--- src/rtl/lcd1602_bus_arbiter.sv ---
// LCD1602 bus owner: waits out power-on, plays the fixed init sequence, then
// serves two byte-write clients round-robin with E-strobe timing and busy waits.
module lcd1602_bus_arbiter #(
  parameter int unsigned SETUP_CYC     = 4,
  parameter int unsigned EN_CYC        = 12,
  parameter int unsigned HOLD_CYC      = 4,
  parameter int unsigned WAIT_CYC      = 2000,
  parameter int unsigned LONG_WAIT_CYC = 82000,
  parameter int unsigned PWRON_CYC     = 750000
) (
  input  logic       clk,
  input  logic       reset,
  input  logic       req0,
  input  logic       rs0,
  input  logic [7:0] dat0,
  output logic       ack0,
  input  logic       req1,
  input  logic       rs1,
  input  logic [7:0] dat1,
  output logic       ack1,
  output logic       lcd_rs,
  output logic       lcd_rw,
  output logic       lcd_en,
  output logic [7:0] lcd_dat,
  output logic       ready
);
  localparam logic [23:0] PWRON_LAST = 24'(PWRON_CYC - 1);
  localparam logic [23:0] SETUP_LAST = 24'(SETUP_CYC - 1);
  localparam logic [23:0] EN_LAST    = 24'(EN_CYC - 1);
  localparam logic [23:0] HOLD_LAST  = 24'(HOLD_CYC - 1);
  localparam logic [23:0] WAIT_LAST  = 24'(WAIT_CYC - 1);
  localparam logic [23:0] LONG_LAST  = 24'(LONG_WAIT_CYC - 1);

  typedef enum logic [2:0] {
    ST_PWRON, ST_INIT, ST_IDLE, ST_SETUP, ST_PULSE, ST_HOLD, ST_WAIT
  } state_t;

  state_t      state_q, state_d;
  logic [23:0] cnt_q, cnt_d;
  logic [1:0]  idx_q, idx_d;
  logic        last_q, last_d;
  logic        ready_q, ready_d;
  logic        ack0_q, ack0_d, ack1_q, ack1_d;
  logic        lcd_rs_q, lcd_rs_d, lcd_en_q, lcd_en_d;
  logic [7:0]  lcd_dat_q, lcd_dat_d;
  logic [7:0]  init_byte;
  logic        long_wait, grant0, grant1;

  always_comb begin
    case (idx_q)
      2'd0:    init_byte = 8'h38;
      2'd1:    init_byte = 8'h0C;
      2'd2:    init_byte = 8'h06;
      default: init_byte = 8'h01;
    endcase
  end

  // clear (0x01) and home (0x02/0x03) need the long busy wait
  assign long_wait = !lcd_rs_q && (lcd_dat_q[7:2] == 6'd0) && (lcd_dat_q[1:0] != 2'd0);
  assign grant0    = ready_q && req0 && (!req1 || last_q);
  assign grant1    = ready_q && req1 && (!req0 || !last_q);

  always_comb begin
    state_d   = state_q;
    cnt_d     = cnt_q + 24'd1;
    idx_d     = idx_q;
    last_d    = last_q;
    ready_d   = ready_q;
    ack0_d    = 1'b0;
    ack1_d    = 1'b0;
    lcd_rs_d  = lcd_rs_q;
    lcd_en_d  = lcd_en_q;
    lcd_dat_d = lcd_dat_q;
    case (state_q)
      ST_PWRON: if (cnt_q == PWRON_LAST) begin
        state_d = ST_INIT;
        cnt_d   = '0;
      end
      ST_INIT: begin
        lcd_rs_d  = 1'b0;
        lcd_dat_d = init_byte;
        state_d   = ST_SETUP;
        cnt_d     = '0;
      end
      ST_IDLE: begin
        cnt_d    = '0;
        lcd_en_d = 1'b0;
        // pointer only moves when both clients contend
        if (req0 && req1) last_d = grant1;
        if (grant0) begin
          lcd_rs_d  = rs0;
          lcd_dat_d = dat0;
          ack0_d    = 1'b1;
          state_d   = ST_SETUP;
        end else if (grant1) begin
          lcd_rs_d  = rs1;
          lcd_dat_d = dat1;
          ack1_d    = 1'b1;
          state_d   = ST_SETUP;
        end
      end
      ST_SETUP: if (cnt_q == SETUP_LAST) begin
        lcd_en_d = 1'b1;
        state_d  = ST_PULSE;
        cnt_d    = '0;
      end
      ST_PULSE: if (cnt_q == EN_LAST) begin
        lcd_en_d = 1'b0;
        state_d  = ST_HOLD;
        cnt_d    = '0;
      end
      ST_HOLD: if (cnt_q == HOLD_LAST) begin
        state_d = ST_WAIT;
        cnt_d   = '0;
      end
      ST_WAIT: if (cnt_q == (long_wait ? LONG_LAST : WAIT_LAST)) begin
        cnt_d = '0;
        if (ready_q) begin
          state_d = ST_IDLE;
        end else begin
          idx_d = idx_q + 2'd1;
          if (idx_q == 2'd3) begin
            ready_d = 1'b1;
            state_d = ST_IDLE;
          end else begin
            state_d = ST_INIT;
          end
        end
      end
      default: begin
        state_d = ST_PWRON;
        cnt_d   = '0;
      end
    endcase
  end

  always_ff @(posedge clk or negedge reset) begin
    if (!reset) begin
      state_q   <= ST_PWRON;
      cnt_q     <= '0;
      idx_q     <= '0;
      last_q    <= 1'b1;
      ready_q   <= 1'b0;
      ack0_q    <= 1'b0;
      ack1_q    <= 1'b0;
      lcd_rs_q  <= 1'b0;
      lcd_en_q  <= 1'b0;
      lcd_dat_q <= '0;
    end else begin
      state_q   <= state_d;
      cnt_q     <= cnt_d;
      idx_q     <= idx_d;
      last_q    <= last_d;
      ready_q   <= ready_d;
      ack0_q    <= ack0_d;
      ack1_q    <= ack1_d;
      lcd_rs_q  <= lcd_rs_d;
      lcd_en_q  <= lcd_en_d;
      lcd_dat_q <= lcd_dat_d;
    end
  end

  assign ack0    = ack0_q;
  assign ack1    = ack1_q;
  assign lcd_rs  = lcd_rs_q;
  assign lcd_rw  = 1'b0;
  assign lcd_en  = lcd_en_q;
  assign lcd_dat = lcd_dat_q;
  assign ready   = ready_q;
endmodule
--- config.mk ---
export PLATFORM = sky130hd
export DESIGN_NAME = lcd1602_bus_arbiter
export DESIGN_NICKNAME = d
export VERILOG_FILES = /design/src/rtl/lcd1602_bus_arbiter.sv
export SDC_FILE = /design/constraint.sdc
export NUM_CORES = 1
export LEC_CHECK = 0
export CAP_MARGIN = 20
export CORE_ASPECT_RATIO = 1.25
export CORE_MARGIN = 2
export CORE_UTILIZATION = 25
export DETAILED_ROUTE_END_ITERATION = 8
export GPL_ROUTABILITY_DRIVEN = 1
export GPL_TIMING_DRIVEN = 0
export PLACE_DENSITY = 0.52
export REMOVE_ABC_BUFFERS = 1
export SLEW_MARGIN = 40
export SYNTH_ARGS = -nofsm -noshare
export SYNTH_HDL_FRONTEND = slang
export SYNTH_SLANG_ARGS = --single-unit
--- constraint.sdc ---
create_clock -name clk -period 7.15 [get_ports clk]
set_clock_uncertainty 0.1 [all_clocks]
set_input_delay 2.145 -clock clk [delete_from_list [all_inputs] [get_ports clk]]
set_output_delay 2.145 -clock clk [all_outputs]
set_load 0.01 [all_outputs]
==> results of run 1 <==
power by group through the flow:
| stage | Clock (W) | Sequential (W) | Combinational (W) |
|---|---|---|---|
| final | 0.000233 | 0.000243 | 0.0000192 |
| after global routing | 0.000251 | 0.000243 | 0.0000213 |
| after CTS | 0.000241 | 0.000243 | 0.0000198 |
| after detailed placement | 0 | 0.000248 | 0.0000197 |
| after global placement | 0 | 0.000248 | 0.0000183 |
| after floorplan | 0 | 0.000248 | 0.00000121 |
path summary, 6_finish.rpt:
kind                       startpoint  depth (start not counted)          to
hold / removal               cnt_q[0]                          1    cnt_q[0]
setup / recovery                 req0                          6  lcd_dat[3]
min in group asynchronous       reset                          1  state_q[2]
hold reg to reg              cnt_q[0]                          1    cnt_q[0]
setup reg to reg             cnt_q[4]                          8   cnt_q[22]
max in group asynchronous       reset                          2   cnt_q[13]
cell type report:
cell class / instances / area (sq um)
Tap cell: 126 / 157.7
Inverter: 10 / 37.54
Clock inverter: 3 / 23.77
Clock buffer: 5 / 125.1
Sequential cell: 43 / 1077
Fill cell: 1043 / 6563
Multi-Input combinational cell: 210 / 1341
Timing Repair Buffer: 38 / 384.1
worst register-to-register path, delay by kind of cell, from the launching register on:
kind                   cells  cell delay [ns]
AND/OR/NAND/NOR            4             1.34
AO/OA/AOI/OAI              1             0.22
buffers and inverters      3             0.53
flip-flops                 1             0.44
layer usage:
layer | vias to the layer above | wire, um | track usage [%]
li1 | 1040 | - | -
met1 | 1004 | 2640 | 14.05
met2 | 39 | 3008 | 21.00
met3 | 11 | 222 | 2.839
met4 | 0 | 126 | 4.734
met5 | - | 0 | 0
through the flow:
stage / setup slack, ns / hold slack, ns / util, %
floorplan: 3.691 / 0.3470 / -
global placement: 2.561 / 0.3655 / 30.36
detailed placement: 2.893 / 0.3720 / 30.88
CTS: 3.181 / 0.3866 / 32.41
global route: 3.019 / 0.4141 / 32.41
finish: 3.209 / 0.3900 / 32.41
cells in the final DEF, fill, tap and decap left out, drive strengths merged, types with 5 or more instances in the layout:
master	n
a21o	9
xnor2	17
nor2b	5
nor3	12
buf	5
or4	7
clkdlybuf4s50	33
a21oi	8
a311oi	5
clkbuf	5
nand4	6
dfrtp	42
a22o	6
ha	5
nor4	11
nor2	37
nand3	7
inv	11
xor2	7
nand2	28
o21ai	5
registers in the layout (all words and copies together) (netlist names):
signal and count:
cnt_q 24, lcd_dat 8, state_q 3, idx_q 2, ack0 1, ack1 1
last_q 1, lcd_en 1, lcd_rs 1, ready 1
logic make-up (layout without fill, tap and decap cells):
| logic type | Yosys count | count (layout) | synth area share [%] |
|---|---|---|---|
| AND/OR/NAND/NOR | 133 | 133 | 28.18 |
| AO/OA/AOI/OAI | 43 | 43 | 12.18 |
| flip-flops | 43 | 43 | 42.79 |
| XOR/XNOR | 24 | 24 | 8.350 |
| buffers and inverters | 23 | 56 | 4.175 |
| adder cells (fa/ha/maj) | 5 | 5 | 2.485 |
| multiplexers | 4 | 4 | 1.690 |
| other | 1 | 1 | 0.1490 |
==> results.md, run 1 <==
- Type of the worst setup path: in -> reg
- Critical Path RT: 7.20 ns
- Critical Path Fanout Max: 9
- IO Count: 36
- Clock root buffer: clkbuf_16
- Crit-path slowest cell: a21oi_1
- Upper clock frequency limit: 253.7 MHz
- Post-synthesis sequential area ratio: 42.79%
- Starting DRT DRC Count: 69
- Routability congestion estimate: 0.7482
- Net Sw Frac: 22.23%
- Count of different cell masters after synthesis: 43
- Placed Area: 2998 sq um
- Post-CTS Hold Fix Bufs: 0
- Cell chain of the critical path: clkdlybuf4s50_1 > nand2_1 > a21oi_1 > mux2_2 > a21oi_1 > o21ai_0
- WP data arrival: 3.99 ns
- Post-DP HPWL: 4463 um
- Gate count of the mapped netlist: 276
- CTS clk-pin slew, worst paths: 0.07 ns
- Lkg Pwr: 1.320 nW
- Initial antenna violation count: 0
- Leading post-synthesis cells by cell area: dfrtp_1, xnor2_1, nor2_1, nand2_1, a21o_1
- Slew headroom: 50.86%
- Buffers on Ports: 34
- Syn Area/Cell: 9.121 sq um
- Critical Path Start Type: input port
- Design area: 3147 sq um
- CTS Buf Count: 5
- Total net switching power: 0.0001102 W
- Least-Margin Pin Slew: 0.7371 ns
- Share of the synthesized area in the top cell type: 41.75%
- Layout Cells excl Fill: 435
- All-Layer GR Usage: 11.95%
- Flop pwr share: 49.1%
- Post-CTS Setup Inserts: 0
- Cts repair resizes: 0
- Chip width: 93.76 um
- Largest net degree at the start of global routing: 26
- Setup TNS: 0 ns
- DRC: 0
- Post-synth top cells: dfrtp_1, nor2_1, nand2_1
- Area grow syn2layout: 25.00%
- RSZ-0062 raised after global routing: no
- Async set-reset flop share out of synthesis: 100.0%
- Hold crit path type: reg -> reg
- Post-synth top area cell: dfrtp_1
- Critical Path Sink Type: flop
- Int Power: 0.0003854 W
- Most used cell, CP: a21oi_1
- Yosys warns: 0
- Placed cell count: 427
- PD cells: 157.5 nW/um^2
- Number of enable flip-flop cells after synthesis: 0
- Final period utilization: 55.12%
- Clock power share: 47.1%
- Vias in the first global route: 2168
- Nets: 335
- Worst vdd ir: 79.92 uV
- Min Clock Period, post-route: 3.941 ns
- Final setup violation count: 0
- CTS tree: done
- Worst-Skew Late Latency: 0.29 ns
- Top_reg_cell synth: dfrtp_1
- Final hold vios: 0
- Initial Utilization: 25.93%
- Yosys reg bits: 43
- Die area: 10890 sq um
- Worst path top cell family by delay: compound AO/OA/AOI/OAI gates
- ANT cells: 0
- Core area: 9709 sq um
- Buf+Inv Stages, Crit Path: 1
- Antenna violation net count after detailed routing: 0
- Share of cells above drive strength 1: 8.091%
- Total routed wirelength: 5998 um
- Status: finished, final reports clean
- Reg2reg setup slack: 4.40 ns
- Vias per cell: 4.814
- Highest cell delay on the worst timing path: 0.58 ns
- Total power after layout: 0.0004955 W
- CTS H-tree lvls: 2
- Most frequent cell after synthesis: dfrtp_1
- DR WL/cell: 13.79 um
- Gate power share: 3.9%
- Final Max Tran Viols: 0
- Pre-antenna DRT Iters: 4
- CTS sink count: 43
- Cell Rows: 40
- Max-Cap Viols: 0
- First-pass GRT wire length: 10450 um
- Total congestion overflow: 0
- Die Y-Extent: 116.2 um
- Mapped cell area: 2517 sq um
- Bufs on Longest Clock Path: 2
- Total number of vias: 2094
(Power assumes the default switching activity.)
==> run 2, diff against run 1 <==
--- a/config.mk
+++ b/config.mk
@@ -12,7 +12,7 @@
 export DETAILED_ROUTE_END_ITERATION = 8
 export GPL_ROUTABILITY_DRIVEN = 1
 export GPL_TIMING_DRIVEN = 0
-export PLACE_DENSITY = 0.52
+export PLACE_DENSITY = 0.53
 export REMOVE_ABC_BUFFERS = 1
 export SLEW_MARGIN = 40
 export SYNTH_ARGS = -nofsm -noshare
==> constraint.sdc (replaced) <==
create_clock -name clk -period 3.2 [get_ports clk]
set_clock_uncertainty 0.1 [all_clocks]
set_input_delay 0.96 -clock clk [delete_from_list [all_inputs] [get_ports clk]]
set_output_delay 0.96 -clock clk [all_outputs]
set_load 0.01 [all_outputs]
==> results.md, run 2 (synthesized netlist as in run 1, its figures left out) <==
- Share of cells above drive strength 1: 7.143% (-0.95 points)
- Worst vdd ir: 258.7 uV (+220%)
- Buf+Inv Stages, Crit Path: 1 (unchanged)
- IO Count: 36 (unchanged)
- Cts repair resizes: 0 (unchanged)
- Total congestion overflow: 0 (unchanged)
- Cell chain of the critical path: clkdlybuf4s50_1 > nand2_1 > a21oi_1 > mux2_2 > a21oi_1 > o21ai_0
- First-pass GRT wire length: 10140 um (-3.0%)
- Slew headroom: 48.72% (-2.1 points)
- Post-DP HPWL: 4480 um (+0.38%)
- Bufs on Longest Clock Path: 2 (unchanged)
- Fill count: 1059 (+1.5%)
- Vias in the first global route: 2125 (-2.0%)
- Max reg flops: 24 (unchanged)
- Critical Path Start Type: input port
- ANT cells: 0 (unchanged)
- Core area: 9709 sq um (unchanged)
- Area grow syn2layout: 24.25%
- Routability congestion estimate: 0.7418 (-0.86%)
- Lkg Pwr: 1.316 nW (-0.30%)
- Multi-input gate area: 1341 sq um (unchanged)
- Most used cell, CP: a21oi_1
- Hold crit path type: reg -> reg
- Final hold vios: 0 (unchanged)
- Worst path top cell family by delay: compound AO/OA/AOI/OAI gates
- Final setup violation count: 0 (unchanged)
- Crit-path slowest cell: a21oi_1
- Placed Area: 2990 sq um (-0.25%)
- Cell Rows: 40 (unchanged)
- Flop pwr share: 50.2% (+1.1 points)
- PD cells: 346.3 nW/um^2 (+120%)
- CTS clk-pin slew, worst paths: 0.06 ns (about the same)
- Antenna violation net count after detailed routing: 0 (unchanged)
- Chip width: 93.76 um (unchanged)
- Buffers on Ports: 34 (unchanged)
- Total power after layout: 0.001083 W (+120%)
- Clock power share: 45.9% (-1.2 points)
- All-Layer GR Usage: 11.52% (-0.43 points)
- Post-CTS Setup Inserts: 0 (unchanged)
- CTS tree: done
- Most frequent cells in the layout: dfrtp_1, nor2_1, clkdlybuf4s50_1, nand2_1, xnor2_1
- Status: finished, final reports clean
- Post-CTS Hold Fix Bufs: 0 (unchanged)
- Final core utilization: 32.22% (-0.19 points)
- Commonest non-fill, non-tap cell in the layout: dfrtp_1
- Design area: 3128 sq um (-0.60%)
- Highest cell delay on the worst timing path: 0.61 ns (+0.03 ns)
- Critical Path RT: 3.24 ns (-3.96 ns)
- Vias per cell: 4.724 (-1.9%)
- Type of the worst setup path: in -> reg
- Initial antenna violation count: 0 (unchanged)
- Total routed wirelength: 5988 um (-0.17%)
- Gate power share: 3.9% (about the same)
- Least-Margin Pin Slew: 0.7691 ns (+0.03200 ns)
- Int Power: 0.0008581 W (+120%)
- CTS H-tree lvls: 2 (unchanged)
- Die Y-Extent: 116.2 um (unchanged)
- Hold WS: 0.3794 ns (-0.01064 ns)
- Reg with most FFs: cnt_q
- Upper clock frequency limit: 361.4 MHz
- Max-Cap Viols: 0 (unchanged)
- Total number of vias: 2050 (-2.1%)
- Worst-Skew Late Latency: 0.29 ns (about the same)
- DR WL/cell: 13.80 um (about the same)
- Clock root buffer: clkbuf_16
- WP data arrival: 2.81 ns (-1.18 ns)
- Critical Path Fanout Max: 9 (unchanged)
- Critical Path Sink Type: flop
- CTS sink count: 43 (unchanged)
- Initial Utilization: 25.93% (unchanged)
- Net Sw Frac: 20.77% (-1.5 points)
- Final period utilization: 86.48%
- RSZ-0062 raised after global routing: no
- Total net switching power: 0.0002250 W (+100%)
- Pre-antenna DRT Iters: 4 (unchanged)
- Final Max Tran Viols: 0 (unchanged)
- Register area: 1077 sq um (unchanged)
- DRC: 0 (unchanged)
- Die area: 10890 sq um (unchanged)
- Min Clock Period, post-route: 2.767 ns
- Largest net degree at the start of global routing: 30 (+15%)
- Starting DRT DRC Count: 78 (+13%)
- CTS Buf Count: 5 (unchanged)
- Nets: 334 (-0.30%)
==> run 2: changes by cell type in the layout (fill, tap and decap cells not counted) <==
cell and change:
buf_4 -1, clkinvlp_4 -2, clkinv_2 +1, inv_6 -1, clkbuf_1 +2
==> run 2: layer usage <==
metal	part of all wire, %	up-vias	GRT usage, %	routed length (um)
li1	-	1039	-	-
met1	45	975	14.04	2695
met2	52	30	21.00	3100
met3	2.0	6	1.613	122
met4	1.2	0	3.478	70
met5	0	-	0	0
==> run 2: final cells by class <==
| cell class | count | area share, % |
|---|---|---|
| multi-input combinational | 210 | 42.88 |
| sequential | 43 | 34.44 |
| timing repair buffer | 37 | 12.04 |
| tap | 126 | 5.040 |
| clock buffer | 7 | 4.240 |
| inverter | 10 | 1.200 |
| clock inverter | 1 | 0.1600 |
==> run 2: stage by stage <==
step	TNS [ns]	setup slack, ns	std cells
final	0	0.4326	434
after global routing	0	0.2671	434
after CTS	0	0.4106	434
after detailed placement	0	0.1078	426
after global placement	-10.32	-0.2429	423
after floorplan	0	0.5961	263
==> run 2: power by group through the flow <==
| stage | clock [W] | sequential [W] | combinational [W] |
|---|---|---|---|
| after floorplan | 0 | 0.000554 | 0.00000270 |
| after global placement | 0 | 0.000554 | 0.0000409 |
| after detailed placement | 0 | 0.000554 | 0.0000439 |
| after CTS | 0.000508 | 0.000544 | 0.0000441 |
| after global routing | 0.000534 | 0.000543 | 0.0000477 |
| final | 0.000497 | 0.000544 | 0.0000425 |
==> run 2: worst paths after layout <==
| kind | startpoint | endpoint | slack (ns) | cells after the start |
|---|---|---|---|---|
| min in group asynchronous | reset | cnt_q[20] | 0.42 | 1 |
| setup reg to reg | cnt_q[20] | cnt_q[15] | 0.57 | 6 |
| max in group asynchronous | reset | last_q | 2.09 | 2 |
| hold reg to reg | cnt_q[0] | cnt_q[0] | 0.38 | 1 |
| hold / removal | cnt_q[0] | cnt_q[0] | 0.38 | 1 |
| setup / recovery | req0 | lcd_dat[3] | 0.43 | 6 |
